$ cat src/rtl/jtopl_eg_ctrl.sv
// jtopl_eg_ctrl: OPL envelope sequencer, round-robin slot walk with per-slot ADSR state
module jtopl_eg_ctrl #(
    parameter int SLOTS = 18,
    parameter int CW    = 15
) (
    input  logic          clk,
    input  logic          rst,
    input  logic          cen,
    input  logic          keyon_I,
    input  logic [3:0]    arate_I,
    input  logic [3:0]    drate_I,
    input  logic [3:0]    rrate_I,
    input  logic [3:0]    sl_I,
    input  logic          eg_type_I,
    input  logic [8:0]    eg_level_I,
    output logic [4:0]    slot,
    output logic          zero,
    output logic [CW-1:0] eg_cnt,
    output logic [1:0]    state,
    output logic          attack,
    output logic [4:0]    base_rate,
    output logic          pg_rst
);
    typedef enum logic [1:0] {ATTACK = 2'd0, DECAY = 2'd1, SUSTAIN = 2'd2, RELEASE = 2'd3} eg_state_t;
    eg_state_t         st_sr_q [SLOTS];
    logic [SLOTS-1:0]  kon_sr_q;
    eg_state_t         state_q, state_d;
    logic [4:0]        slot_q, slot_d, base_q, base_d;
    logic [CW-1:0]     eg_cnt_q, eg_cnt_d;
    logic              zero_q, pg_q, pg_d, wrap;
    logic [4:0]        slv;
    assign wrap     = slot_q == 5'(SLOTS - 1);
    assign slot_d   = wrap ? 5'd0 : slot_q + 5'd1;
    assign eg_cnt_d = wrap ? eg_cnt_q + CW'(1) : eg_cnt_q;
    assign slv      = sl_I == 4'hF ? 5'h1F : {1'b0, sl_I};
    // next ADSR state for the head slot; a key-on edge outranks every level-driven move
    always_comb begin
        pg_d    = keyon_I & ~kon_sr_q[0];
        state_d = st_sr_q[0];
        if (pg_d)
            state_d = ATTACK;
        else if (!keyon_I && kon_sr_q[0])
            state_d = RELEASE;
        else if (st_sr_q[0] == ATTACK && eg_level_I == 9'd0)
            state_d = DECAY;
        else if (st_sr_q[0] == DECAY && eg_level_I[8:4] >= slv)
            state_d = eg_type_I ? SUSTAIN : RELEASE;
        else if (st_sr_q[0] == SUSTAIN && !eg_type_I)
            state_d = RELEASE;
        base_d = state_d == ATTACK  ? {1'b0, arate_I} :
                 state_d == DECAY   ? {1'b0, drate_I} :
                 state_d == RELEASE ? {1'b0, rrate_I} : 5'd0;
    end
    // per-slot state ring: head is the slot being processed, its update re-enters at the tail
    always_ff @(posedge clk or posedge rst) begin
        if (rst) begin
            for (int i = 0; i < SLOTS; i++) st_sr_q[i] <= RELEASE;
            kon_sr_q <= '0;
        end else if (cen) begin
            for (int i = 0; i < SLOTS - 1; i++) st_sr_q[i] <= st_sr_q[i+1];
            st_sr_q[SLOTS-1] <= state_d;
            kon_sr_q         <= {keyon_I, kon_sr_q[SLOTS-1:1]};
        end
    end
    // slot walk, round counter and registered outputs for the slot just processed
    always_ff @(posedge clk or posedge rst) begin
        if (rst) begin
            slot_q   <= 5'd0;
            zero_q   <= 1'b1;
            eg_cnt_q <= '0;
            state_q  <= RELEASE;
            base_q   <= 5'd0;
            pg_q     <= 1'b0;
        end else if (cen) begin
            slot_q   <= slot_d;
            zero_q   <= slot_d == 5'd0;
            eg_cnt_q <= eg_cnt_d;
            state_q  <= state_d;
            base_q   <= base_d;
            pg_q     <= pg_d;
        end
    end
    assign slot      = slot_q;
    assign zero      = zero_q;
    assign eg_cnt    = eg_cnt_q;
    assign state     = state_q;
    assign attack    = state_q == ATTACK;
    assign base_rate = base_q;
    assign pg_rst    = pg_q;
endmodule
$ cat config.mk
export PLATFORM = sky130hd
export DESIGN_NAME = jtopl_eg_ctrl
export DESIGN_NICKNAME = d
export VERILOG_FILES = /design/src/rtl/jtopl_eg_ctrl.sv
export SDC_FILE = /design/constraint.sdc
export NUM_CORES = 1
export LEC_CHECK = 0
export ABC_AREA = 1
export CAP_MARGIN = 25
export CORE_ASPECT_RATIO = 1.25
export CORE_MARGIN = 2
export CORE_UTILIZATION = 37
export CTS_CLUSTER_SIZE = 12
export DETAILED_ROUTE_END_ITERATION = 8
export GPL_TIMING_DRIVEN = 0
export PLACE_DENSITY = 0.64
export SETUP_SLACK_MARGIN = 0.02
export SLEW_MARGIN = 20
export SYNTH_ARGS = -nofsm -noshare
export SYNTH_HDL_FRONTEND = slang
export SYNTH_SLANG_ARGS = --single-unit
$ cat constraint.sdc
create_clock -name clk -period 3.2 [get_ports clk]
set_input_delay 0.64 -clock clk [delete_from_list [all_inputs] [get_ports clk]]
set_output_delay 0.64 -clock clk [all_outputs]
set_load 0.02 [all_outputs]
# After elaboration in Yosys (flattened, before gate mapping)
# Cells that the tools add are included.
# word_totals
reg_bits,81
latch_bits,0
ram_bits,0
mem_bits_ro,0
inputBits,30
output_inout_bits,30
wordCells,58
memories,0
# op_classes
n_addsub,2
n_mul,0
n_div,0
n_lt_le_gt_ge,1
eq_ne,6
n_shift,0
n_mux,11
n_bitwise,2
reduce_logical,12
# op_table
cell,n
15-bit by 1-bit adder with 15-bit output (second input constant),1
4-bit 2-to-1 mux,3
2-bit 2-to-1 mux,5
5-bit 2-to-1 mux,2
9-bit zero test,1
2-bit zero test,3
5-bit by 1-bit adder with 5-bit output (second input constant),1
5-bit == test (second input constant),1
5-bit greater-or-equal comparator,1
5-bit zero test,1
2-bit by 1-bit == test with 1-bit output (second input constant),2
2-bit == test (second input constant),2
4-bit == test (second input constant),1
1-bit logical AND,4
1-bit zero test,2
2-bit AND reduction,1
1-bit bitwise AND,1
1-bit 2-to-1 mux,1
1-bit NOT,1

# Longest topological paths before layout
# logic_depth
word_depth,12
depth_mapped,15
ltp_nobuf,15

# Worst setup path before layout
# Ideal clock, no wire load.
# synth_path
path_kind,in2reg
startpoint,input port sl_I[2]
endpoint,register base_q[0] (netlist: base_rate[0])
setup_time_ns,0.117
t_arrival_ns,1.944
t_required_ns,3.083
setup_slack_ns,1.138
stages,14
path_buffers,0
cell_sequence,nand4_1 -> ha_1 -> nand2_1 -> inv_1 -> nand2_1 -> nand3_1 -> nand2_1 -> nand3_1 -> nand2_1 -> inv_1 -> nand3_1 -> nand2_1 -> nor2_1 -> nor2_1
# synth_between
elab_chain_len,12
word_cells_on_any_way,14
cone_classes,order compare: 1; eq/ne: 3; mux: 8; reduce/logical: 2
# synth_lines
item,line,rtl
"start, declared",13,"input logic [3:0] sl_I,"
4-bit == test,35,"assign slv = sl_I == 4'hF ? 5'h1F : {1'b0, sl_I};"
5-bit 2-to-1 mux *,35,
5-bit greater-or-equal comparator *,46,else if (st_sr_q[0] == DECAY && eg_level_I[8:4] >= slv)
1-bit logical AND *,46,
2-bit 2-to-1 mux *,46,
2-bit 2-to-1 mux *,44,else if (st_sr_q[0] == ATTACK && eg_level_I == 9'd0)
2-bit 2-to-1 mux *,42,else if (!keyon_I && kon_sr_q[0])
2-bit 2-to-1 mux *,40,if (pg_d)
2-bit == test,52,"state_d == RELEASE ? {1'b0, rrate_I} : 5'd0;"
4-bit 2-to-1 mux,52,
4-bit 2-to-1 mux,51,"state_d == DECAY ? {1'b0, drate_I} :"
4-bit 2-to-1 mux *,50,"base_d = state_d == ATTACK ? {1'b0, arate_I} :"
"end signal, assigned",79,base_q <= base_d;
"end, declared",28,"logic [4:0] slot_q, slot_d, base_q, base_d;"
# Mark *: on every way between the ends. The rest lies on a longest branch, timed or not.
# A chain may end at the register's enable or synchronous reset.

# Worst setup path in the final report
# layout_path
startpoint,input port sl_I[1]
endpoint,register base_q[2] (netlist: base_rate[2])
# Same word-level chain as after synthesis.

==> key figures <==
Status
  – Status: finished clean

Synthesis
  – Main synth FF type: dfrtp_1
  – Post-synth EDFFs: 0
  – FF+latch count, synth: 80
  – Yosys warnings: 0
  – Synth unique cells: 30
  – Combinational family with the most area after synthesis: simple AND/OR/NAND/NOR gates
  – Post-Syn Area per Cell: 8.70 um^2
  – Ys async rst share: 100%
  – Adder-cell share of the synthesized area: 2.71%
  – Simple-gate share of the synthesized area: 27.6%
  – Mapped Cells: 424
  – Post-synthesis compound-gate area fraction: 4.51%
  – Post-synthesis mux area share: 0%
  – XOR/XNOR Fraction of Synth Area: 3.33%
  – Post-Syn Nets: 462
  – Synth Cell Area: 3690 um^2
  – Seq/Total Area, Yosys: 55.5%

Final layout
  – Antenna diodes: 0
  – Multi-input gate area: 1410 um^2
  – Share of cells above drive strength 1: 14.3%
  – FF+latch area: 2050 um^2
  – # fillers: 934
  – Fin util: 48.9%
  – Nets@finish: 531
  – Most frequent cells in the layout: nand2_1, clkdlybuf4s50_1, dfrtp_1
  – Finished Layout Cells: 624
  – P&R area growth vs syn: 28.2%
  – Final instance area: 4730 um^2
  – Most common cell after layout, fill and taps aside: nand2_1

Drt
  – Vias per cell: 4.61
  – Drt wl/cell: 12.1 um
  – Total number of vias: 2877
  – First-pass iteration count of the detailed router: 4
  – Initial DRC Count: 204
  – Remaining antenna violation count: 0
  – DRC viols: 0
  – WL final: 7560 um

Worst setup path
  – Required time of the critical path: 3430 ps
  – Critical Path AT: 2670 ps
  – Delay-heaviest family, CP: simple AND/OR/NAND/NOR gates
  – Crit-path slowest cell: clkdlybuf4s50_1
  – Critical path peak fanout: 10
  – FF-to-FF End: eg_cnt[12]
  – Worst r2r path cells: 10
  – Setup crit start kind: primary input
  – R2R setup slack: 1420 ps
  – Worst Setup End Kind: flop
  – Largest stage delay, worst path: 480 ps
  – Setup Crit Path Kind: in2reg
  – FF-to-FF Start: slot[1]
  – CP Cell Sequence: clkdlybuf4s50_1, nand4_1, ha_1, a21oi_1, nand3_1, nand2_1, nand3_1, nand2_1, inv_1, nand3_1, nand2_1, nor2_1, nor2_1
  – Worst Path Buf+Inv: 2

GRT
  – GRT Overall Usage: 15.1%
  – First-pass GRT wire length: 12900 um
  – Vias in the first global route: 2857
  – Total grt overflow: 0
  – Antenna violations before repair: 0
  – Met1 Use GR: 19.1%
  – M2 GR Usage: 24.8%
  – Largest net degree at the start of global routing: 58
  – GRT Max-Usage Layer: met2
  – GRT met3 Usage: 3.06%

STA
  – Final period util: 76.4%
  – Final WS setup: 755 ps
  – RSZ-0062 raised after global routing: no
  – # setup viols final: 0
  – Final hold viol count: 0
  – Slew Limit Fails: 0
  – Hold slack: 459 ps
  – Tmin final: 2450 ps
  – Clk_skew: 7.58 ps
  – Max Fclk: 409 MHz

Min path
  – WHS Endpoint: st_sr_q[21]
  – HP Class: reg2reg
  – HP Start: st_sr_q[21]
  – Hold Path Stages: 2

Placement
  – Placer Congestion: 0.774
  – I/O Buffers: 57
  – Worst slack, placed: 426 ps
  – Dpl hpwl: 5260 um
  – Placed cells: 608
  – DP Area: 4450 um^2

CTS
  – H-tree levels: 3
  – Clock sinks: 80
  – Post-CTS sizing: 0
  – CTS Hold Bufs: 0
  – TritonCTS clock tree: done
  – CTS buffer count: 9
  – Maximum clock insertion buffer count: 2
  – Clock transition at the registers of the reported paths: 50 ps
  – Setup Fix Bufs, Post-CTS: 0
  – Clock Tree Root: clkbuf_16
  – Worst-skew pair later-pin latency: 340 ps

Floorplan
  – Chip Width: 93.3 um
  – Core ar.: 9660 um^2
  – Starting Density: 38.2%
  – Ports: 60
  – Cell Rows: 40
  – Die Ht: 116 um
  – Die Area: 10800 um^2

Power and ir drop
  – Max IR drop VDD: 0.245 mV
  – LEAKAGE: 0.00225 uW
  – PwrDens: 648 nW/um^2

Run
  – Max Cap Viol: 0
-- state kept, by name, summed over array words and instances (netlist names) --
name and flops:
base_rate 4, eg_cnt 15, kon_sr_q 18, pg_rst 1, slot 5, st_sr_q 34
state 2, zero 1
-- worst max-delay path by stage --
stage             from            to  slack (ps)  cells past startpoint
2_1_floorplan      rst  base_rate[0]         570                      1
3_3_place_gp       rst  base_rate[1]        -740                      2
3_5_place_dp   sl_I[1]  base_rate[0]         430                     15
4_1_cts        sl_I[1]  base_rate[2]         770                     15
5_1_grt        sl_I[2]  base_rate[3]         500                     15
6_report       sl_I[1]  base_rate[2]         750                     13
-- layer usage --
metal	share of wire, %	vias to the layer above	wire length [um]
li1	-	1449	-
met1	47	1364	3520
met2	47	53	3580
met3	3.9	11	292
met4	2.1	0	160
met5	0	-	0
-- report_power, final --
part           switching [uW]  total [uW]  internal (uW)
registers                 135        1390           1260
logic                     394         707            313
clock network             374         964            590
-- kinds of logic (layout without fill, tap and decap cells) --
kind of cell,after synthesis,after routing
fa+ha+maj,8,8
compound gates,33,33
simple gates,230,230
xor+xnor,14,14
other cells,1,1
flops,80,80
buf+inv,58,132
-- worst register-to-register path, delay by kind of cell (launching register included) --
| kind | cells | cell delay [ps] |
|---|---|---|
| adders and majority gates | 1 | 190 |
| buffers and inverters | 2 | 170 |
| xor gates and xnor gates | 1 | 120 |
| and+or+nand+nor | 6 | 770 |
| DFF | 1 | 410 |
-- per-stage QoR --
stage / TNS (ps) / total power, uW
2_1_floorplan: 0 / 1820
5_1_grt: 0 / 3260
4_1_cts: 0 / 3110
6_report: 0 / 3060
3_3_place_gp: -31530 / 2100
3_5_place_dp: 0 / 2120
-- synth_stat cells, types with 3 or more instances --
master | instances | area (um^2)
o21ai_0 | 27 | 135
dfrtp_1 | 43 | 1080
nor2_1 | 29 | 109
xor2_1 | 8 | 70.1
inv_2 | 3 | 11.3
nor3_1 | 4 | 20.0
inv_1 | 37 | 139
xnor2_1 | 6 | 52.6
nand3_1 | 15 | 75.1
nand2_1 | 163 | 612
buf_4 | 3 | 22.5
ha_1 | 8 | 100
a21oi_1 | 5 | 25.0
dfstp_2 | 37 | 972
clkbuf_1 | 13 | 48.8
nand4_1 | 6 | 37.5
-- layout make-up --
type | instances | share of cell area (%)
Tap cell | 126 | 3.34
Timing Repair Buffer | 58 | 12.7
Clock buffer | 16 | 5.96
Multi-Input combinational cell | 286 | 29.8
Buffer | 18 | 1.69
Sequential cell | 80 | 43.3
Inverter | 40 | 3.23
Power figures use the tool's default switching activity.
